--- config.mk ---
export PLATFORM = sky130hd
export DESIGN_NAME = axis_parity_demux_flat
export DESIGN_NICKNAME = d
export VERILOG_FILES = /design/src/rtl/axis_parity_demux_if.sv /design/src/rtl/axis_parity_demux.sv /design/src/flat_wrapper.sv
export SDC_FILE = /design/constraint.sdc
export NUM_CORES = 1
export LEC_CHECK = 0
export ABC_AREA = 1
export CAP_MARGIN = 20
export CORE_MARGIN = 1.5
export CORE_UTILIZATION = 50
export CTS_CLUSTER_DIAMETER = 200
export DETAILED_ROUTE_END_ITERATION = 8
export GPL_TIMING_DRIVEN = 0
export HOLD_SLACK_MARGIN = 0.1
export PLACE_DENSITY_LB_ADDON = 0.2
export SLEW_MARGIN = 20
export SYNTH_ARGS = -nofsm -noshare
export SYNTH_HDL_FRONTEND = slang
export SYNTH_SLANG_ARGS = --single-unit
--- constraint.sdc ---
create_clock -name a_clk -period 3.2 [get_ports a_clk]
set_input_delay 0.32 -clock a_clk [delete_from_list [all_inputs] [get_ports a_clk]]
set_output_delay 0.32 -clock a_clk [all_outputs]
set_load 0.05 [all_outputs]
--- src/rtl/axis_parity_demux_if.sv ---
// ---------------------------------------------------------------------------
// axis_parity_demux_if
// One AXI4-Stream link (valid/ready/data/last). The demux uses it three times:
// once as the upstream slave port and once per parity-specific master port.
//   tvalid  beat valid, driven by the master
//   tready  beat accepted on tvalid && tready, driven by the slave
//   tdata   DATA_W payload, driven by the master
//   tlast   last beat of a packet, driven by the master
// ---------------------------------------------------------------------------
interface axis_parity_demux_if #(
    parameter int DATA_W = 8
);
    logic              tvalid;
    logic              tready;
    logic [DATA_W-1:0] tdata;
    logic              tlast;

    modport master (
        output tvalid,
        output tdata,
        output tlast,
        input  tready
    );

    modport slave (
        input  tvalid,
        input  tdata,
        input  tlast,
        output tready
    );
endinterface

--- src/rtl/axis_parity_demux.sv ---
// ---------------------------------------------------------------------------
// axis_parity_demux
// AXI4-Stream parity splitter. Each accepted input beat goes to the odd master
// when the XOR of its tdata is 1, otherwise to the even master. Each master has
// its own DEPTH-entry FIFO so the two sinks stall independently; beat order is
// preserved within each stream and tlast travels only with its own beat.
//
// Ports
//   a_clk         rising-edge clock
//   axis_aresetn  asynchronous active-low reset; empties both FIFOs
//   axis_s        slave stream (input beats)
//   axis_m_odd    master stream for odd-parity beats
//   axis_m_even   master stream for even-parity beats
//   level_odd     odd FIFO occupancy, 0..DEPTH
//   level_even    even FIFO occupancy, 0..DEPTH
//   pkt_cnt_odd   tlast beats popped from the odd master, wraps
//   pkt_cnt_even  tlast beats popped from the even master, wraps
// ---------------------------------------------------------------------------

// ---------------------------------------------------------------------------
// axis_parity_demux_fifo
// Per-channel output FIFO with a show-ahead read port and a packet counter.
//   i_push        store {i_last, i_data} on this edge
//   i_ready       downstream ready; a pop happens on o_valid && i_ready
//   o_valid       FIFO not empty
//   o_data/o_last head entry, forced to zero while empty
//   o_level       current occupancy
//   o_level_next  occupancy after the current edge's push/pop
//   o_pkt_cnt     number of popped beats carrying tlast
// ---------------------------------------------------------------------------
module axis_parity_demux_fifo #(
    parameter int DATA_W = 8,
    parameter int DEPTH  = 8,
    parameter int CNT_W  = 16
) (
    input  logic                   a_clk,
    input  logic                   axis_aresetn,
    input  logic                   i_push,
    input  logic [DATA_W-1:0]      i_data,
    input  logic                   i_last,
    input  logic                   i_ready,
    output logic                   o_valid,
    output logic [DATA_W-1:0]      o_data,
    output logic                   o_last,
    output logic [$clog2(DEPTH):0] o_level,
    output logic [$clog2(DEPTH):0] o_level_next,
    output logic [CNT_W-1:0]       o_pkt_cnt
);
    localparam int AW = $clog2(DEPTH);
    localparam int LW = AW + 1;

    // Entry layout: {last, data}
    logic [DATA_W:0]  r_mem [DEPTH];
    logic [LW-1:0]    r_wr_cnt;
    logic [LW-1:0]    r_rd_cnt;
    logic [CNT_W-1:0] r_pkt_cnt;

    logic [AW-1:0]    w_wr_ptr;
    logic [AW-1:0]    w_rd_ptr;
    logic [LW-1:0]    w_level;
    logic             w_empty;
    logic             w_pop;
    logic [DATA_W:0]  w_head;

    // Counters carry one extra bit so full (DEPTH) and empty (0) differ;
    // the pointers are just the low bits and wrap modulo DEPTH.
    assign w_wr_ptr = r_wr_cnt[AW-1:0];
    assign w_rd_ptr = r_rd_cnt[AW-1:0];
    assign w_level  = r_wr_cnt - r_rd_cnt;
    assign w_empty  = (w_level == '0);
    assign w_pop    = !w_empty && i_ready;
    assign w_head   = r_mem[w_rd_ptr];

    assign o_valid      = !w_empty;
    assign o_data       = w_empty ? '0 : w_head[DATA_W-1:0];
    assign o_last       = w_empty ? 1'b0 : w_head[DATA_W];
    assign o_level      = w_level;
    assign o_level_next = w_level + LW'(i_push) - LW'(w_pop);
    assign o_pkt_cnt    = r_pkt_cnt;

    // Storage needs no reset: an entry is only visible once written.
    always_ff @(posedge a_clk) begin
        if (i_push) begin
            r_mem[w_wr_ptr] <= {i_last, i_data};
        end
    end

    always_ff @(posedge a_clk or negedge axis_aresetn) begin
        if (!axis_aresetn) begin
            r_wr_cnt  <= '0;
            r_rd_cnt  <= '0;
            r_pkt_cnt <= '0;
        end else begin
            if (i_push) begin
                r_wr_cnt <= r_wr_cnt + LW'(1);
            end
            if (w_pop) begin
                r_rd_cnt <= r_rd_cnt + LW'(1);
                if (w_head[DATA_W]) begin
                    r_pkt_cnt <= r_pkt_cnt + CNT_W'(1);
                end
            end
        end
    end
endmodule

module axis_parity_demux #(
    parameter int DATA_W = 8,
    parameter int DEPTH  = 8,
    parameter int CNT_W  = 16
) (
    input  logic                   a_clk,
    input  logic                   axis_aresetn,
    axis_parity_demux_if.slave     axis_s,
    axis_parity_demux_if.master    axis_m_odd,
    axis_parity_demux_if.master    axis_m_even,
    output logic [$clog2(DEPTH):0] level_odd,
    output logic [$clog2(DEPTH):0] level_even,
    output logic [CNT_W-1:0]       pkt_cnt_odd,
    output logic [CNT_W-1:0]       pkt_cnt_even
);
    localparam int LW = $clog2(DEPTH) + 1;
    localparam logic [LW-1:0] FULL_LVL = LW'(DEPTH);

    logic          r_s_tready;
    logic          w_parity;
    logic          w_push;
    logic          w_push_odd;
    logic          w_push_even;
    logic [LW-1:0] w_lvl_odd;
    logic [LW-1:0] w_lvl_even;
    logic [LW-1:0] w_lvl_next_odd;
    logic [LW-1:0] w_lvl_next_even;
    logic          w_ready_next;

    assign w_parity    = ^axis_s.tdata;
    assign w_push      = axis_s.tvalid && r_s_tready;
    assign w_push_odd  = w_push && w_parity;
    assign w_push_even = w_push && !w_parity;

    // Ready is registered and depends only on FIFO levels, never on tdata.
    // It drops on the edge that fills either FIFO (next level), and stays low
    // for one more edge after a pop from full (current level), so a same-edge
    // pop never rescues it.
    assign w_ready_next = (w_lvl_next_odd  != FULL_LVL) &&
                          (w_lvl_next_even != FULL_LVL) &&
                          (w_lvl_odd       != FULL_LVL) &&
                          (w_lvl_even      != FULL_LVL);

    always_ff @(posedge a_clk or negedge axis_aresetn) begin
        if (!axis_aresetn) begin
            r_s_tready <= 1'b0;
        end else begin
            r_s_tready <= w_ready_next;
        end
    end

    assign axis_s.tready = r_s_tready;

    axis_parity_demux_fifo #(
        .DATA_W (DATA_W),
        .DEPTH  (DEPTH),
        .CNT_W  (CNT_W)
    ) u_fifo_odd (
        .a_clk        (a_clk),
        .axis_aresetn (axis_aresetn),
        .i_push       (w_push_odd),
        .i_data       (axis_s.tdata),
        .i_last       (axis_s.tlast),
        .i_ready      (axis_m_odd.tready),
        .o_valid      (axis_m_odd.tvalid),
        .o_data       (axis_m_odd.tdata),
        .o_last       (axis_m_odd.tlast),
        .o_level      (w_lvl_odd),
        .o_level_next (w_lvl_next_odd),
        .o_pkt_cnt    (pkt_cnt_odd)
    );

    axis_parity_demux_fifo #(
        .DATA_W (DATA_W),
        .DEPTH  (DEPTH),
        .CNT_W  (CNT_W)
    ) u_fifo_even (
        .a_clk        (a_clk),
        .axis_aresetn (axis_aresetn),
        .i_push       (w_push_even),
        .i_data       (axis_s.tdata),
        .i_last       (axis_s.tlast),
        .i_ready      (axis_m_even.tready),
        .o_valid      (axis_m_even.tvalid),
        .o_data       (axis_m_even.tdata),
        .o_last       (axis_m_even.tlast),
        .o_level      (w_lvl_even),
        .o_level_next (w_lvl_next_even),
        .o_pkt_cnt    (pkt_cnt_even)
    );

    assign level_odd  = w_lvl_odd;
    assign level_even = w_lvl_even;
endmodule

--- src/flat_wrapper.sv ---
// flat-port wrapper written by rule: the top's interface ports become plain ports
module axis_parity_demux_flat 
#(
    parameter int DATA_W = 8,
    parameter int DEPTH  = 8,
    parameter int CNT_W  = 16
)
  (a_clk, axis_aresetn, level_odd, level_even, pkt_cnt_odd, pkt_cnt_even, axis_s_tvalid, axis_s_tdata, axis_s_tlast, axis_s_tready, axis_m_odd_tvalid, axis_m_odd_tdata, axis_m_odd_tlast, axis_m_odd_tready, axis_m_even_tvalid, axis_m_even_tdata, axis_m_even_tlast, axis_m_even_tready);
  axis_parity_demux_if #(.DATA_W(DATA_W)) axis_s_i ();
  axis_parity_demux_if #(.DATA_W(DATA_W)) axis_m_odd_i ();
  axis_parity_demux_if #(.DATA_W(DATA_W)) axis_m_even_i ();
  input  logic a_clk;
  input  logic axis_aresetn;
  output logic [$clog2(DEPTH):0] level_odd;
  output logic [$clog2(DEPTH):0] level_even;
  output logic [CNT_W-1:0] pkt_cnt_odd;
  output logic [CNT_W-1:0] pkt_cnt_even;
  input wire logic [$bits(axis_s_i.tvalid)-1:0] axis_s_tvalid;
  input wire logic [$bits(axis_s_i.tdata)-1:0] axis_s_tdata;
  input wire logic [$bits(axis_s_i.tlast)-1:0] axis_s_tlast;
  output wire logic [$bits(axis_s_i.tready)-1:0] axis_s_tready;
  output wire logic [$bits(axis_m_odd_i.tvalid)-1:0] axis_m_odd_tvalid;
  output wire logic [$bits(axis_m_odd_i.tdata)-1:0] axis_m_odd_tdata;
  output wire logic [$bits(axis_m_odd_i.tlast)-1:0] axis_m_odd_tlast;
  input wire logic [$bits(axis_m_odd_i.tready)-1:0] axis_m_odd_tready;
  output wire logic [$bits(axis_m_even_i.tvalid)-1:0] axis_m_even_tvalid;
  output wire logic [$bits(axis_m_even_i.tdata)-1:0] axis_m_even_tdata;
  output wire logic [$bits(axis_m_even_i.tlast)-1:0] axis_m_even_tlast;
  input wire logic [$bits(axis_m_even_i.tready)-1:0] axis_m_even_tready;
  assign axis_s_i.tvalid = axis_s_tvalid;
  assign axis_s_i.tdata = axis_s_tdata;
  assign axis_s_i.tlast = axis_s_tlast;
  assign axis_s_tready = axis_s_i.tready;
  assign axis_m_odd_tvalid = axis_m_odd_i.tvalid;
  assign axis_m_odd_tdata = axis_m_odd_i.tdata;
  assign axis_m_odd_tlast = axis_m_odd_i.tlast;
  assign axis_m_odd_i.tready = axis_m_odd_tready;
  assign axis_m_even_tvalid = axis_m_even_i.tvalid;
  assign axis_m_even_tdata = axis_m_even_i.tdata;
  assign axis_m_even_tlast = axis_m_even_i.tlast;
  assign axis_m_even_i.tready = axis_m_even_tready;
  axis_parity_demux #(.DATA_W(DATA_W), .DEPTH(DEPTH), .CNT_W(CNT_W)) u_core (.a_clk(a_clk), .axis_aresetn(axis_aresetn), .axis_s(axis_s_i), .axis_m_odd(axis_m_odd_i), .axis_m_even(axis_m_even_i), .level_odd(level_odd), .level_even(level_even), .pkt_cnt_odd(pkt_cnt_odd), .pkt_cnt_even(pkt_cnt_even));
endmodule
==> impl_metrics.prom, run 1 <==
# TYPE chip_impl_metric gauge
chip_impl_info{name="status",value="finished clean"} 1
chip_impl_metric{name="antenna_cells_inserted",unit=""} 0
chip_impl_metric{name="routedWlPerCell",unit="µm"} 15.3
chip_impl_metric{name="achievable-frequency",unit="GHz"} 0.313
chip_impl_metric{name="die-height",unit="µm"} 139
chip_impl_metric{name="grt_overflow_total",unit=""} 0
chip_impl_metric{name="syn_to_final_growth",unit="%"} 23.7
chip_impl_info{name="tritoncts_clock_tree",value="done"} 1
chip_impl_metric{name="buffer_ports.inserted",unit=""} 74
chip_impl_metric{name="synthDominantCellAreaShare",unit="%"} 47.1
chip_impl_metric{name="synth_sequential_area_ratio",unit="%"} 60.4
chip_impl_metric{name="ys_types",unit=""} 26
chip_impl_info{name="end_kind",value="flop"} 1
chip_impl_info{name="synth_top_cells_by_count",value="277 x sky130_fd_sc_hd__nand2_1, 144 x sky130_fd_sc_hd__edfxtp_1, 112 x sky130_fd_sc_hd__nor2_1"} 1
chip_impl_metric{name="grt_antenna_before_repair",unit=""} 0
chip_impl_metric{name="cts_inserted_buffers",unit=""} 17
chip_impl_metric{name="remaining_drc_errors",unit=""} 0
chip_impl_metric{name="fin_worst_skew",unit="ns"} 0.0101
chip_impl_metric{name="worst_setup_hold_path_clk_slew",unit="ns"} 0.08
chip_impl_metric{name="gr-usage-all-layers",unit="%"} 21.5
chip_impl_info{name="synth_top_cells_by_area",value="sky130_fd_sc_hd__edfxtp_1 47%, sky130_fd_sc_hd__dfrtp_1 13%, sky130_fd_sc_hd__nand2_1 11%, sky130_fd_sc_hd__nor2_1 4.6%, sky130_fd_sc_hd__nand3_1 4.0%"} 1
chip_impl_info{name="rsz_0062_raised_after_global_routing",value="true"} 1
chip_impl_metric{name="dpl_worst_slack",unit="ns"} -0.673
chip_impl_metric{name="drtIter0Drc",unit=""} 357
chip_impl_metric{name="synth_edf_count",unit=""} 144
chip_impl_metric{name="maxSlewViolCount",unit=""} 0
chip_impl_info{name="postSynth.topFlopCell",value="sky130_fd_sc_hd__edfxtp_1"} 1
chip_impl_metric{name="worst-endpoint-required",unit="ns"} 3.53
chip_impl_info{name="clock_tree.root_cell",value="sky130_fd_sc_hd__clkbuf_16"} 1
chip_impl_metric{name="avgViaCountPerCell",unit=""} 5.20
chip_impl_metric{name="post_route_cells_drive_above_1_share",unit="%"} 15.0
chip_impl_metric{name="initial_cell_density_of_the_core",unit="%"} 51.1
chip_impl_info{name="critical_path.startpoint_type",value="flop"} 1
chip_impl_metric{name="drv.max_cap_violation_count",unit=""} 0
chip_impl_metric{name="vias_in_the_first_global_route",unit=""} 6393
chip_impl_metric{name="global_route_wire_length_before_repair",unit="mm"} 32.6
chip_impl_metric{name="nNetsFinal",unit=""} 1085
chip_impl_metric{name="floorplan.core_area",unit="mm²"} 0.0180
chip_impl_metric{name="synthesis.area_per_instance",unit="µm²"} 9.81
chip_impl_metric{name="number_of_antenna_violating_nets_in_the_routed_design",unit=""} 0
chip_impl_metric{name="post-route-util",unit="%"} 63.2
chip_impl_metric{name="cts-htree-levels",unit=""} 4
chip_impl_info{name="yosys.cell_count.top_type",value="sky130_fd_sc_hd__nand2_1"} 1
chip_impl_metric{name="number_of_nets_produced_by_synthesis",unit=""} 978
chip_impl_metric{name="ctsLongestPathBuffers",unit=""} 2
chip_impl_metric{name="worst-slew-pin-transition",unit="ns"} 0.932
chip_impl_metric{name="ioPinCount",unit=""} 75
chip_impl_info{name="netlist.top_cell.by_area",value="sky130_fd_sc_hd__edfxtp_1"} 1
chip_impl_metric{name="whs",unit="ns"} 0.446
chip_impl_metric{name="post-route-min-period",unit="ns"} 3.19
chip_impl_metric{name="final_critical_path_setup_slack",unit="ns"} 0.00515
chip_impl_metric{name="largest_net_degree_at_the_start_of_global_routing",unit=""} 50
chip_impl_metric{name="clock_insertion_delay_worst_skew",unit="ns"} 0.44
chip_impl_metric{name="detailed_place_hpwl",unit="mm"} 13.2
chip_impl_metric{name="yosysWarningCount",unit=""} 0
chip_impl_metric{name="detailedRoute.firstPassIterationCount",unit=""} 5
chip_impl_metric{name="synthesis.area",unit="mm²"} 0.00919
chip_impl_metric{name="worstPathArrival",unit="ns"} 3.52
chip_impl_metric{name="ys_seq_elements",unit=""} 193
chip_impl_metric{name="num_vias",unit=""} 6687
chip_impl_metric{name="placement_row_count",unit=""} 49
chip_impl_metric{name="reg2regPathDepth",unit=""} 20
chip_impl_info{name="holdCritPathClass",value="input port to asynchronous set/reset pin"} 1
chip_impl_metric{name="synthCells",unit=""} 936
chip_impl_metric{name="path_max_fanout",unit=""} 6
chip_impl_metric{name="die_width",unit="µm"} 139
chip_impl_metric{name="finalHoldViolations",unit=""} 0
chip_impl_info{name="critPathKind",value="flop to flop"} 1
chip_impl_metric{name="wirelength",unit="mm"} 19.7
chip_impl_metric{name="cts.sinks",unit=""} 193
chip_impl_metric{name="synthArstFlopShare",unit="%"} 25.4
chip_impl_metric{name="setup_viol",unit=""} 0
chip_impl_metric{name="die_area",unit="mm²"} 0.0192
chip_impl_metric{name="globalplace.congestion",unit=""} 0.826
chip_impl_metric{name="period_utilisation_layout",unit="%"} 99.8
chip_impl_metric{name="worst_slew_margin_rel",unit="%"} 37.7
layout by cell type (no fill, tap or decap), types with 28 or more instances in the layout:
cell type,synthesis,routed
sky130_fd_sc_hd__inv_1,50,41
sky130_fd_sc_hd__nor2_1,112,112
sky130_fd_sc_hd__nand3_1,73,73
sky130_fd_sc_hd__o21ai_0,42,42
sky130_fd_sc_hd__edfxtp_1,144,144
sky130_fd_sc_hd__clkdlybuf4s50_1,0,47
sky130_fd_sc_hd__dfrtp_1,49,44
sky130_fd_sc_hd__a21oi_1,40,39
sky130_fd_sc_hd__xnor2_1,29,28
sky130_fd_sc_hd__nand2_1,277,274
cells by family (layout without fill, tap and decap cells):
group | Yosys count | count (layout) | synth area share (%)
AND/OR/NAND/NOR | 498 | 498 | 22.4
flip-flops | 193 | 193 | 60.4
buffers and inverters | 93 | 213 | 4.63
AO/OA/AOI/OAI | 84 | 84 | 4.63
XOR/XNOR | 40 | 40 | 3.81
adder cells (fa/ha/maj) | 28 | 28 | 4.14
timing repair:
| action | in CTS | in global routing |
|---|---|---|
| hold buffers | 1 | 0 |
| pin swaps | 7 | 7 |
| hold endpoints to repair | 49 | 0 |
| setup buffers | 10 | 4 |
| resized for setup | 110 | 24 |
| gates cloned | 1 | 0 |
| setup endpoints to repair | 22 | 54 |
critical path, stage by stage (launching register included):
cell and delay [ns]:
sky130_fd_sc_hd__dfrtp_2 0.43, sky130_fd_sc_hd__inv_4 0.08, sky130_fd_sc_hd__ha_4 0.12, sky130_fd_sc_hd__inv_2 0.04, sky130_fd_sc_hd__fa_2 0.40, sky130_fd_sc_hd__xor2_4 0.20, sky130_fd_sc_hd__inv_2 0.09, sky130_fd_sc_hd__ha_4 0.15
sky130_fd_sc_hd__nand3_4 0.09, sky130_fd_sc_hd__nand2_4 0.10, sky130_fd_sc_hd__inv_4 0.06, sky130_fd_sc_hd__ha_4 0.21, sky130_fd_sc_hd__inv_2 0.06, sky130_fd_sc_hd__ha_4 0.12, sky130_fd_sc_hd__inv_2 0.03, sky130_fd_sc_hd__fa_1 0.47
sky130_fd_sc_hd__nand3b_1 0.08, sky130_fd_sc_hd__nor2_1 0.12, sky130_fd_sc_hd__nand2_1 0.06, sky130_fd_sc_hd__o21bai_1 0.12, sky130_fd_sc_hd__a21oi_1 0.06
routing by layer:
metal	global-route usage, %	part of all wire, %	routed length, µm	up-vias
met2	35.6	49	9610	157
met4	6.98	1.2	237	0
met5	0	0	0	-
met1	29.4	46	9090	3174
li1	-	-	-	3338
met3	3.11	3.7	730	18
sequential cells by signal (all words and copies together) (netlist names):
register,flops
u_core.u_fifo_odd.r_mem,72
u_core.u_fifo_even.r_mem,72
u_core.u_fifo_even.r_rd_cnt,4
u_core.axis_s.tready,1
u_core.u_fifo_odd.r_rd_cnt,4
u_core.u_fifo_even.r_wr_cnt,4
u_core.u_fifo_odd.o_pkt_cnt,16
u_core.u_fifo_even.o_pkt_cnt,16
u_core.u_fifo_odd.r_wr_cnt,4
per-stage QoR:
stage | cell area, µm² | std cells | TNS, ns
2_1_floorplan | 9520 | 936 | -2.99
4_1_cts | 11300 | 1281 | 0
6_report | 11400 | 1285 | 0
5_1_grt | 11400 | 1285 | -0.166
3_3_place_gp | 10500 | 1239 | -20.19
3_5_place_dp | 10500 | 1239 | -29.19
cell type report:
class | instances | area, µm²
Inverter | 58 | 235
Buffer | 33 | 250
Sequential cell | 193 | 5560
Fill cell | 1458 | 6600
Tap cell | 229 | 287
Multi-Input combinational cell | 650 | 3540
Timing Repair Buffer | 90 | 837
Clock buffer | 18 | 429
Clock inverter | 14 | 224
path summary, 6_finish.rpt:
path	startpoint	endpoint	slack [ns]
min	axis_aresetn	u_core.u_fifo_even.o_pkt_cnt[13]	0.45
max in group asynchronous	axis_aresetn	u_core.u_fifo_odd.r_rd_cnt[0]	2.27
min reg2reg	u_core.u_fifo_odd.r_rd_cnt[3]	u_core.u_fifo_odd.r_rd_cnt[3]	0.49
max reg2reg	u_core.u_fifo_even.r_wr_cnt[0]	u_core.axis_s.tready	0.005
min in group a_clk	u_core.u_fifo_odd.r_rd_cnt[3]	u_core.u_fifo_odd.r_rd_cnt[3]	0.49
max	u_core.u_fifo_even.r_wr_cnt[0]	u_core.axis_s.tready	0.005
Power of run 1 is left out: the tool's default activity adds up to more than one toggle a clock period on the data nets, which glitch-free logic cannot reach.
==> inputs of run 2 (changes only) <==
CAP_MARGIN = 30   (was 20)
==> impl_metrics.prom, run 2 (same netlist as run 1, synthesis figures left out) <==
# TYPE chip_impl_metric gauge
chip_impl_metric{name="worst-slew-pin-transition",unit="ns"} 0.937
chip_impl_metric{name="design_area",unit="mm²"} 0.0114
chip_impl_info{name="mostFrequentLayoutCell",value="sky130_fd_sc_hd__nand2_1"} 1
chip_impl_metric{name="vias_in_the_first_global_route",unit=""} 6393
chip_impl_metric{name="drtIter0Drc",unit=""} 354
chip_impl_metric{name="buffer_ports.inserted",unit=""} 74
chip_impl_metric{name="nNetsFinal",unit=""} 1087
chip_impl_metric{name="dpl_worst_slack",unit="ns"} -0.673
chip_impl_metric{name="worstPathArrival",unit="ns"} 3.52
chip_impl_metric{name="grt_overflow_total",unit=""} 0
chip_impl_info{name="end_kind",value="flop"} 1
chip_impl_metric{name="routedWlPerCell",unit="µm"} 15.3
chip_impl_metric{name="grt_antenna_before_repair",unit=""} 0
chip_impl_metric{name="clock_insertion_delay_worst_skew",unit="ns"} 0.44
chip_impl_metric{name="largest_net_degree_at_the_start_of_global_routing",unit=""} 50
chip_impl_metric{name="postPlaceCellArea",unit="mm²"} 0.0105
chip_impl_metric{name="cts-htree-levels",unit=""} 4
chip_impl_metric{name="num_vias",unit=""} 6682
chip_impl_metric{name="avgViaCountPerCell",unit=""} 5.19
chip_impl_info{name="holdCritPathClass",value="input port to asynchronous set/reset pin"} 1
chip_impl_metric{name="finalSetupTns",unit="ns"} 0
chip_impl_metric{name="initial_cell_density_of_the_core",unit="%"} 51.1
chip_impl_metric{name="die_width",unit="µm"} 139
chip_impl_metric{name="worst-endpoint-required",unit="ns"} 3.52
chip_impl_metric{name="achievable-frequency",unit="GHz"} 0.313
chip_impl_info{name="status",value="finished clean"} 1
chip_impl_metric{name="timing.reg2reg.setup_slack",unit="ns"} 0.004
chip_impl_metric{name="worst_slew_margin_rel",unit="%"} 37.3
chip_impl_metric{name="post_route_cells_drive_above_1_share",unit="%"} 15.1
chip_impl_metric{name="gr-usage-all-layers",unit="%"} 21.5
chip_impl_info{name="tritoncts_clock_tree",value="done"} 1
chip_impl_metric{name="ioPinCount",unit=""} 75
chip_impl_info{name="launch_point_of_the_worst_path",value="u_core.u_fifo_even.r_wr_cnt[0]"} 1
chip_impl_metric{name="floorplan.core_area",unit="mm²"} 0.0180
chip_impl_metric{name="detailed_place_hpwl",unit="mm"} 13.2
chip_impl_metric{name="placement_row_count",unit=""} 49
chip_impl_metric{name="fill_cells",unit=""} 1455
chip_impl_metric{name="number_of_antenna_violating_nets_in_the_routed_design",unit=""} 0
chip_impl_metric{name="fin_worst_skew",unit="ns"} 0.0108
chip_impl_metric{name="ctsLongestPathBuffers",unit=""} 2
chip_impl_metric{name="antenna_cells_inserted",unit=""} 0
chip_impl_info{name="largestRegisters",value="u_core.u_fifo_even.r_mem: 72 flops, u_core.u_fifo_odd.r_mem: 72 flops"} 1
chip_impl_metric{name="remaining_drc_errors",unit=""} 0
chip_impl_info{name="critical_path.endpoint",value="u_core.axis_s.tready"} 1
chip_impl_metric{name="final_critical_path_setup_slack",unit="ns"} 0.00403
chip_impl_metric{name="die-height",unit="µm"} 139
chip_impl_info{name="rsz_0062_raised_after_global_routing",value="true"} 1
chip_impl_info{name="critPathKind",value="flop to flop"} 1
chip_impl_metric{name="global_route_wire_length_before_repair",unit="mm"} 32.6
chip_impl_metric{name="drv.max_cap_violation_count",unit=""} 0
chip_impl_metric{name="globalplace.congestion",unit=""} 0.826
chip_impl_metric{name="path_max_fanout",unit=""} 6
chip_impl_info{name="clock_tree.root_cell",value="sky130_fd_sc_hd__clkbuf_16"} 1
chip_impl_metric{name="reg2regPathDepth",unit=""} 20
chip_impl_metric{name="period_utilisation_layout",unit="%"} 99.9
chip_impl_metric{name="detailedRoute.firstPassIterationCount",unit=""} 5
chip_impl_metric{name="die_area",unit="mm²"} 0.0192
chip_impl_metric{name="wirelength",unit="mm"} 19.7
chip_impl_metric{name="maxSlewViolCount",unit=""} 0
chip_impl_metric{name="finalHoldViolations",unit=""} 0
chip_impl_metric{name="cts.sinks",unit=""} 193
chip_impl_metric{name="syn_to_final_growth",unit="%"} 23.8
chip_impl_info{name="r2r-start",value="u_core.u_fifo_even.r_wr_cnt[0]"} 1
chip_impl_metric{name="post-route-min-period",unit="ns"} 3.20
chip_impl_info{name="critical_path.startpoint_type",value="flop"} 1
chip_impl_info{name="layout_common_cells",value="274 x sky130_fd_sc_hd__nand2_1, 144 x sky130_fd_sc_hd__edfxtp_1, 112 x sky130_fd_sc_hd__nor2_1"} 1
chip_impl_info{name="crit-reg2reg-capture",value="u_core.axis_s.tready"} 1
chip_impl_metric{name="worst_setup_hold_path_clk_slew",unit="ns"} 0.08
chip_impl_metric{name="cts_inserted_buffers",unit=""} 17
chip_impl_metric{name="setup_viol",unit=""} 0
-- run 2: final cells by class --
| class | count | area [µm²] | area share, % |
|---|---|---|---|
| flip-flops and latches | 193 | 5560 | 48.9 |
| clock inverters | 14 | 224 | 1.97 |
| repair buffers | 92 | 852 | 7.49 |
| clock buffers | 18 | 429 | 3.77 |
| well taps | 229 | 287 | 2.52 |
| multi-input cells | 650 | 3540 | 31.1 |
| plain buffers | 33 | 250 | 2.20 |
| inverters | 58 | 235 | 2.07 |
-- run 2: worst min path at each step --
stage                                   from  depth (start not counted)                                to
3_3_place_gp   u_core.u_fifo_odd.r_rd_cnt[3]                          1     u_core.u_fifo_odd.r_rd_cnt[3]
3_5_place_dp                    axis_aresetn                          1  u_core.u_fifo_even.o_pkt_cnt[13]
6_report                        axis_aresetn                          2  u_core.u_fifo_even.o_pkt_cnt[13]
2_1_floorplan                   axis_aresetn                          0              u_core.axis_s.tready
4_1_cts                         axis_aresetn                          2  u_core.u_fifo_even.o_pkt_cnt[13]
5_1_grt                         axis_aresetn                          2  u_core.u_fifo_even.o_pkt_cnt[13]
-- run 2: stage by stage --
stage	utilization [%]	hold WS [ns]	instances
2_1_floorplan	-	0.0244	936
3_3_place_gp	58.7	0.482	1239
3_5_place_dp	58.7	0.390	1239
4_1_cts	63.0	0.467	1281
5_1_grt	63.3	0.513	1287
6_report	63.3	0.444	1287
-- run 2: timing repair --
action / CTS / global route
pin swaps: 7 / 7
hold buffers: 1 / 0
buffers inserted: 10 / 4
endpoints found under the setup margin: 22 / 36
hold endpoints to repair: 49 / 0
gates resized for setup: 110 / 24
cloned: 1 / 0
-- run 2: metal layers --
layer / GRT usage, % / part of all wire [%]
met5: 0 / 0
met3: 3.11 / 3.5
met1: 29.4 / 46
met4: 6.98 / 1.2
met2: 35.6 / 49
-- run 2: critical path, cell delays in order, from the launching register on --
cell and delay [ns]:
sky130_fd_sc_hd__dfrtp_2 0.43, sky130_fd_sc_hd__inv_4 0.08, sky130_fd_sc_hd__ha_4 0.12, sky130_fd_sc_hd__inv_2 0.04, sky130_fd_sc_hd__fa_2 0.40, sky130_fd_sc_hd__xor2_4 0.20
sky130_fd_sc_hd__inv_2 0.09, sky130_fd_sc_hd__ha_4 0.15, sky130_fd_sc_hd__nand3_4 0.09, sky130_fd_sc_hd__nand2_4 0.10, sky130_fd_sc_hd__inv_4 0.06, sky130_fd_sc_hd__ha_4 0.21
sky130_fd_sc_hd__inv_2 0.06, sky130_fd_sc_hd__ha_4 0.12, sky130_fd_sc_hd__inv_2 0.03, sky130_fd_sc_hd__fa_1 0.47, sky130_fd_sc_hd__nand3b_1 0.08, sky130_fd_sc_hd__nor2_1 0.12
sky130_fd_sc_hd__nand2_1 0.06, sky130_fd_sc_hd__o21bai_1 0.12, sky130_fd_sc_hd__a21oi_1 0.06
Power of run 2 is left out for the same reason.
==> inputs of run 3 (changes only) <==
ABC_CLOCK_PERIOD_IN_PS = 3200   (was unset)
==> results of run 3 <==
No change in the layout: final DEF, timing and power equal those of run 2.
Power of run 3 is left out for the same reason.
